[config.mk]
export PLATFORM = sky130hd
export DESIGN_NAME = irq_controller
export DESIGN_NICKNAME = d
export VERILOG_FILES = /design/src/rtl/irq_controller.sv
export SDC_FILE = /design/constraint.sdc
export NUM_CORES = 1
export LEC_CHECK = 0
export ABC_AREA = 1
export BUFFER_PORTS_ARGS = -buffer_cell sky130_fd_sc_hd__buf_4
export CELL_PAD_IN_SITES_DETAIL_PLACEMENT = 1
export CELL_PAD_IN_SITES_GLOBAL_PLACEMENT = 2
export CORE_MARGIN = 1.5
export CORE_UTILIZATION = 17
export DETAILED_ROUTE_END_ITERATION = 16
export PLACE_DENSITY_LB_ADDON = 0.1
export SYNTH_ARGS = -nofsm -noshare
export SYNTH_HDL_FRONTEND = slang
export SYNTH_SLANG_ARGS = --single-unit
[constraint.sdc]
create_clock -name clk_i -period 1.5 [get_ports clk_i]
set_clock_uncertainty 0.05 [all_clocks]
set_input_delay 0.075 -clock clk_i [delete_from_list [all_inputs] [get_ports clk_i]]
set_output_delay 0.075 -clock clk_i [all_outputs]
set_load 0.005 [all_outputs]
[src/rtl/irq_controller.sv]
// Memory-mapped interrupt controller: latches source rising edges into pending
// bits, masks with IE, raises one prioritized request and holds it until EOI.
module irq_controller #(
  parameter int unsigned NSRC = 4,
  parameter logic [31:0] BASE = 32'h40000030
) (
  input  logic            clk_i,
  input  logic            reset_i,
  input  logic [NSRC-1:0] src_i,
  input  logic            supervisor_i,
  input  logic            rd_i,
  input  logic            wr_i,
  input  logic [31:0]     addr_i,
  input  logic [31:0]     wdata_i,
  output logic [31:0]     rdata_o,
  output logic            irqout_o,
  output logic [1:0]      irq_id_o
);

  typedef enum logic [1:0] {IDLE = 2'd0, REQ = 2'd1, SERVICE = 2'd2} state_e;

  state_e          state_q;
  logic [NSRC-1:0] ie_q, ie_d, pend_q, pend_d, src_q;
  logic [NSRC-1:0] rise, req, w1c_mask, take_mask;
  logic            irqout_q;
  logic [1:0]      irq_id_q, winner;
  logic [3:0]      pend4, ie4, take4;
  logic            hit, wr_ie, wr_pend, wr_eoi, take, req_live;
  logic            unused_bits;

  assign hit     = (addr_i[31:4] == BASE[31:4]);
  assign wr_ie   = wr_i && hit && (addr_i[3:2] == 2'd0);
  assign wr_pend = wr_i && hit && (addr_i[3:2] == 2'd1);
  assign wr_eoi  = wr_i && hit && (addr_i[3:2] == 2'd3);

  assign rise = src_i & ~src_q;
  assign req  = pend_q & ie_q;

  // Padded 4-bit views so irq_id can index safely for any NSRC.
  always_comb begin
    pend4 = '0;
    ie4   = '0;
    pend4[NSRC-1:0] = pend_q;
    ie4[NSRC-1:0]   = ie_q;
  end

  assign req_live  = pend4[irq_id_q] & ie4[irq_id_q];
  assign take      = (state_q == REQ) && supervisor_i;
  assign take4     = 4'b0001 << irq_id_q;
  assign take_mask = take ? take4[NSRC-1:0] : '0;
  assign w1c_mask  = wr_pend ? wdata_i[NSRC-1:0] : '0;
  assign pend_d    = (pend_q & ~w1c_mask & ~take_mask) | rise;
  assign ie_d      = wr_ie ? wdata_i[NSRC-1:0] : ie_q;

  // Lowest index wins: scan downward so the last hit is the smallest.
  always_comb begin
    winner = '0;
    for (int i = NSRC - 1; i >= 0; i--) begin
      if (req[i]) winner = 2'(i);
    end
  end

  always_comb begin
    rdata_o = '0;
    if (rd_i && hit) begin
      case (addr_i[3:2])
        2'd0: rdata_o[NSRC-1:0] = ie_q;
        2'd1: rdata_o[NSRC-1:0] = pend_q;
        2'd2: begin
          rdata_o[1:0] = irq_id_q;
          rdata_o[8]   = (state_q == REQ);
          rdata_o[9]   = (state_q == SERVICE);
        end
        default: rdata_o = '0;
      endcase
    end
  end

  always_ff @(posedge clk_i) begin
    if (reset_i) begin
      state_q  <= IDLE;
      ie_q     <= '0;
      pend_q   <= '0;
      src_q    <= '0;
      irqout_q <= 1'b0;
      irq_id_q <= '0;
    end else begin
      src_q  <= src_i;
      pend_q <= pend_d;
      ie_q   <= ie_d;
      case (state_q)
        IDLE: begin
          if ((|req) && !supervisor_i) begin
            irq_id_q <= winner;
            irqout_q <= 1'b1;
            state_q  <= REQ;
          end
        end
        REQ: begin
          // irq_id stays frozen here; a later higher-priority edge waits.
          if (supervisor_i) begin
            irqout_q <= 1'b0;
            state_q  <= SERVICE;
          end else if (!req_live) begin
            irqout_q <= 1'b0;
            state_q  <= IDLE;
          end
        end
        SERVICE: begin
          if (wr_eoi) state_q <= IDLE;
        end
        default: state_q <= IDLE;
      endcase
    end
  end

  assign irqout_o = irqout_q;
  assign irq_id_o = irq_id_q;

  assign unused_bits = ^{addr_i[1:0], wdata_i};

endmodule

==> impl_metrics.toml <==
[synthesis]
synth_cell_types = 21
ys_ff_latch = 17
ys_warn_count = 0
syn_area_per_cell_um2 = 6.07
syn_area_mm2 = 0.00129
synth_cells = 212
synth-seq-area-share = 0.264

[cts]
h-tree-depth = 1
clockBufferDepth = 2
clk_latency_ns = 0.26
cts_num_sinks = 17
cts.clk_slew.worst_paths_ns = 0.07
cts-root-buf = "clkbuf_8"
tritoncts = "done"
cts_buffers = 3

[die]
die_h_um = 90.0
fp.dieW_um = 90.0
num_rows = 31
core_area_mm2 = 0.00729
dieArea_mm2 = 0.00810
initial_core_util = 0.177
io_pins = 108

[timing]
slew_viol_final = 0
tns_ns = 0
period_share = 0.933
whs_ns = 0.00352
worst_slack_ns = 0.100
max_clock_freq_mhz = 715
finalHoldViolations = 0
rsz0062_at_grt = "false"
finalCriticalPeriod_ns = 1.40
setup_viol = 0

[critical_path]
required_ns = 1.37
reg2reg_setup_slack_ns = 0.23
worstSetupPathType = "reg2out"
crit_path_max_fanout = 6
startpoint_type = "flop"
arrival_ns = 1.27
critPathCaptureType = "primary output"

[route]
viasPerCell = 3.81
drc = 0
routed-via-count = 1433
wirelength_mm = 4.08
antenna_left = 0
wl_per_cell_um = 10.8
dr.first_iter.drc_count = 46
drtPass1Iterations = 4

[grt]
grt_pass1_wl_mm = 7.13
grtUsageTotal = 0.107
grt_overflow_total = 0
grt_start_max_net_pins = 11
grt_pass1_vias = 1474
antenna_found_initial = 0

[placed_design]
gp_congestion = 0.677
dp_hpwl_mm = 3.49
io_buffers = 51
pre_cts_slack_ns = 0.125

[run_status]
status = "complete, no violations"

[finish]
drive_gt1_frac = 0.245
final_common_cell = "nand2_1"
nets = 351
area_growth_pct = 42.8
antenna_cells = 0
layout_common_cells = "nand2_1, buf_4, nor2_1"
fin_util = 0.252
n_fill_cell = 976

[run]
drv_cap = 0

[power]
power_mw = 1.04
irDropWorstVdd_mv = 0.322
power.leakage_nw = 0.897
p_per_area_mw_per_mm2 = 565

[worst_hold_path]
min_path_type = "in2reg"
## worst paths after layout
kind | from | end | depth (start not counted)
setup / recovery | irq_id_o[1] | rdata_o[1] | 4
hold / removal | wdata_i[0] | ie4[0] | 3
setup reg to reg | ie4[1] | irq_id_o[0] | 7
hold reg to reg | src_q[1] | pend4[1] | 3
## critical path: stages (launching register included)
cell and delay, ns:
dfxtp_1 0.46, buf_4 0.17, nand3_1 0.07, a31oi_1 0.17, buf_4 0.14
## repair_timing
action / 4_1_cts / 5_1_grt
setup endpoints to repair: 1 / 1
gates resized for setup: 1 / 1
hold endpoints to repair: 4 / 0
hold buffers: 4 / 0
setup buffers: 0 / 0
## through the flow
stage	cells	instance area [um2]
after global placement	368	1740
after detailed placement	368	1740
after CTS	376	1830
after global routing	376	1840
after floorplan	237	1380
final	376	1840
## final cells by class
type | instances | area, um2 | area share
clock buffers | 3 | 41.3 | 0.0225
inverters | 22 | 82.6 | 0.0449
repair buffers | 64 | 490 | 0.267
well taps | 99 | 124 | 0.0674
multi-input cells | 170 | 753 | 0.410
flip-flops and latches | 17 | 342 | 0.186
clock inverters | 1 | 5.00 | 0.00272
## logic make-up after synthesis
family,Yosys count,share of synthesized area
compound gates,16,0.0836
buf+inv,50,0.228
flops,17,0.264
other cells,1,0.00291
simple gates,128,0.421
## synthesized netlist by cell type
cell / number / share of area
a21oi_1: 6 / 0.023
buf_4: 26 / 0.15
o311a_1: 4 / 0.031
a31oi_1: 2 / 0.0097
nand3b_1: 1 / 0.0058
conb_1: 1 / 0.0029
buf_6: 1 / 0.0087
nor2_1: 37 / 0.11
nand3_4: 1 / 0.014
nor2_4: 1 / 0.0087
nor3_1: 2 / 0.0078
nand3_1: 11 / 0.043
buf_2: 1 / 0.0039
nor2b_1: 1 / 0.0049
a211oi_1: 2 / 0.012
o21ai_0: 2 / 0.0078
nand2_1: 67 / 0.20
nand4_1: 6 / 0.029
inv_1: 22 / 0.064
dfxtp_1: 17 / 0.26
and2_1: 1 / 0.0049
## power by group
| part | leakage (nW) | total, mW | switching [mW] | internal [mW] |
|---|---|---|---|---|
| Sequential | 0.140 | 0.474 | 0.00644 | 0.467 |
| Combinational | 0.732 | 0.210 | 0.0953 | 0.115 |
| Clock | 0.0255 | 0.355 | 0.170 | 0.185 |
## routing by layer
| metal | wire (um) | track usage | vias to the layer above |
|---|---|---|---|
| met5 | 0 | 0 | - |
| met4 | 27 | 0.0198 | 0 |
| met3 | 173 | 0.0178 | 4 |
| met2 | 1890 | 0.179 | 42 |
| met1 | 1980 | 0.145 | 637 |
| li1 | - | - | 750 |
## sequential cells by signal, indices dropped and copies added, names as in the netlist
signal	count
state_q	2
ie4	4
irq_id_o	2
pend4	4
irqout_o	1
src_q	4
Note: power is estimated with default switching activity, not from simulation.
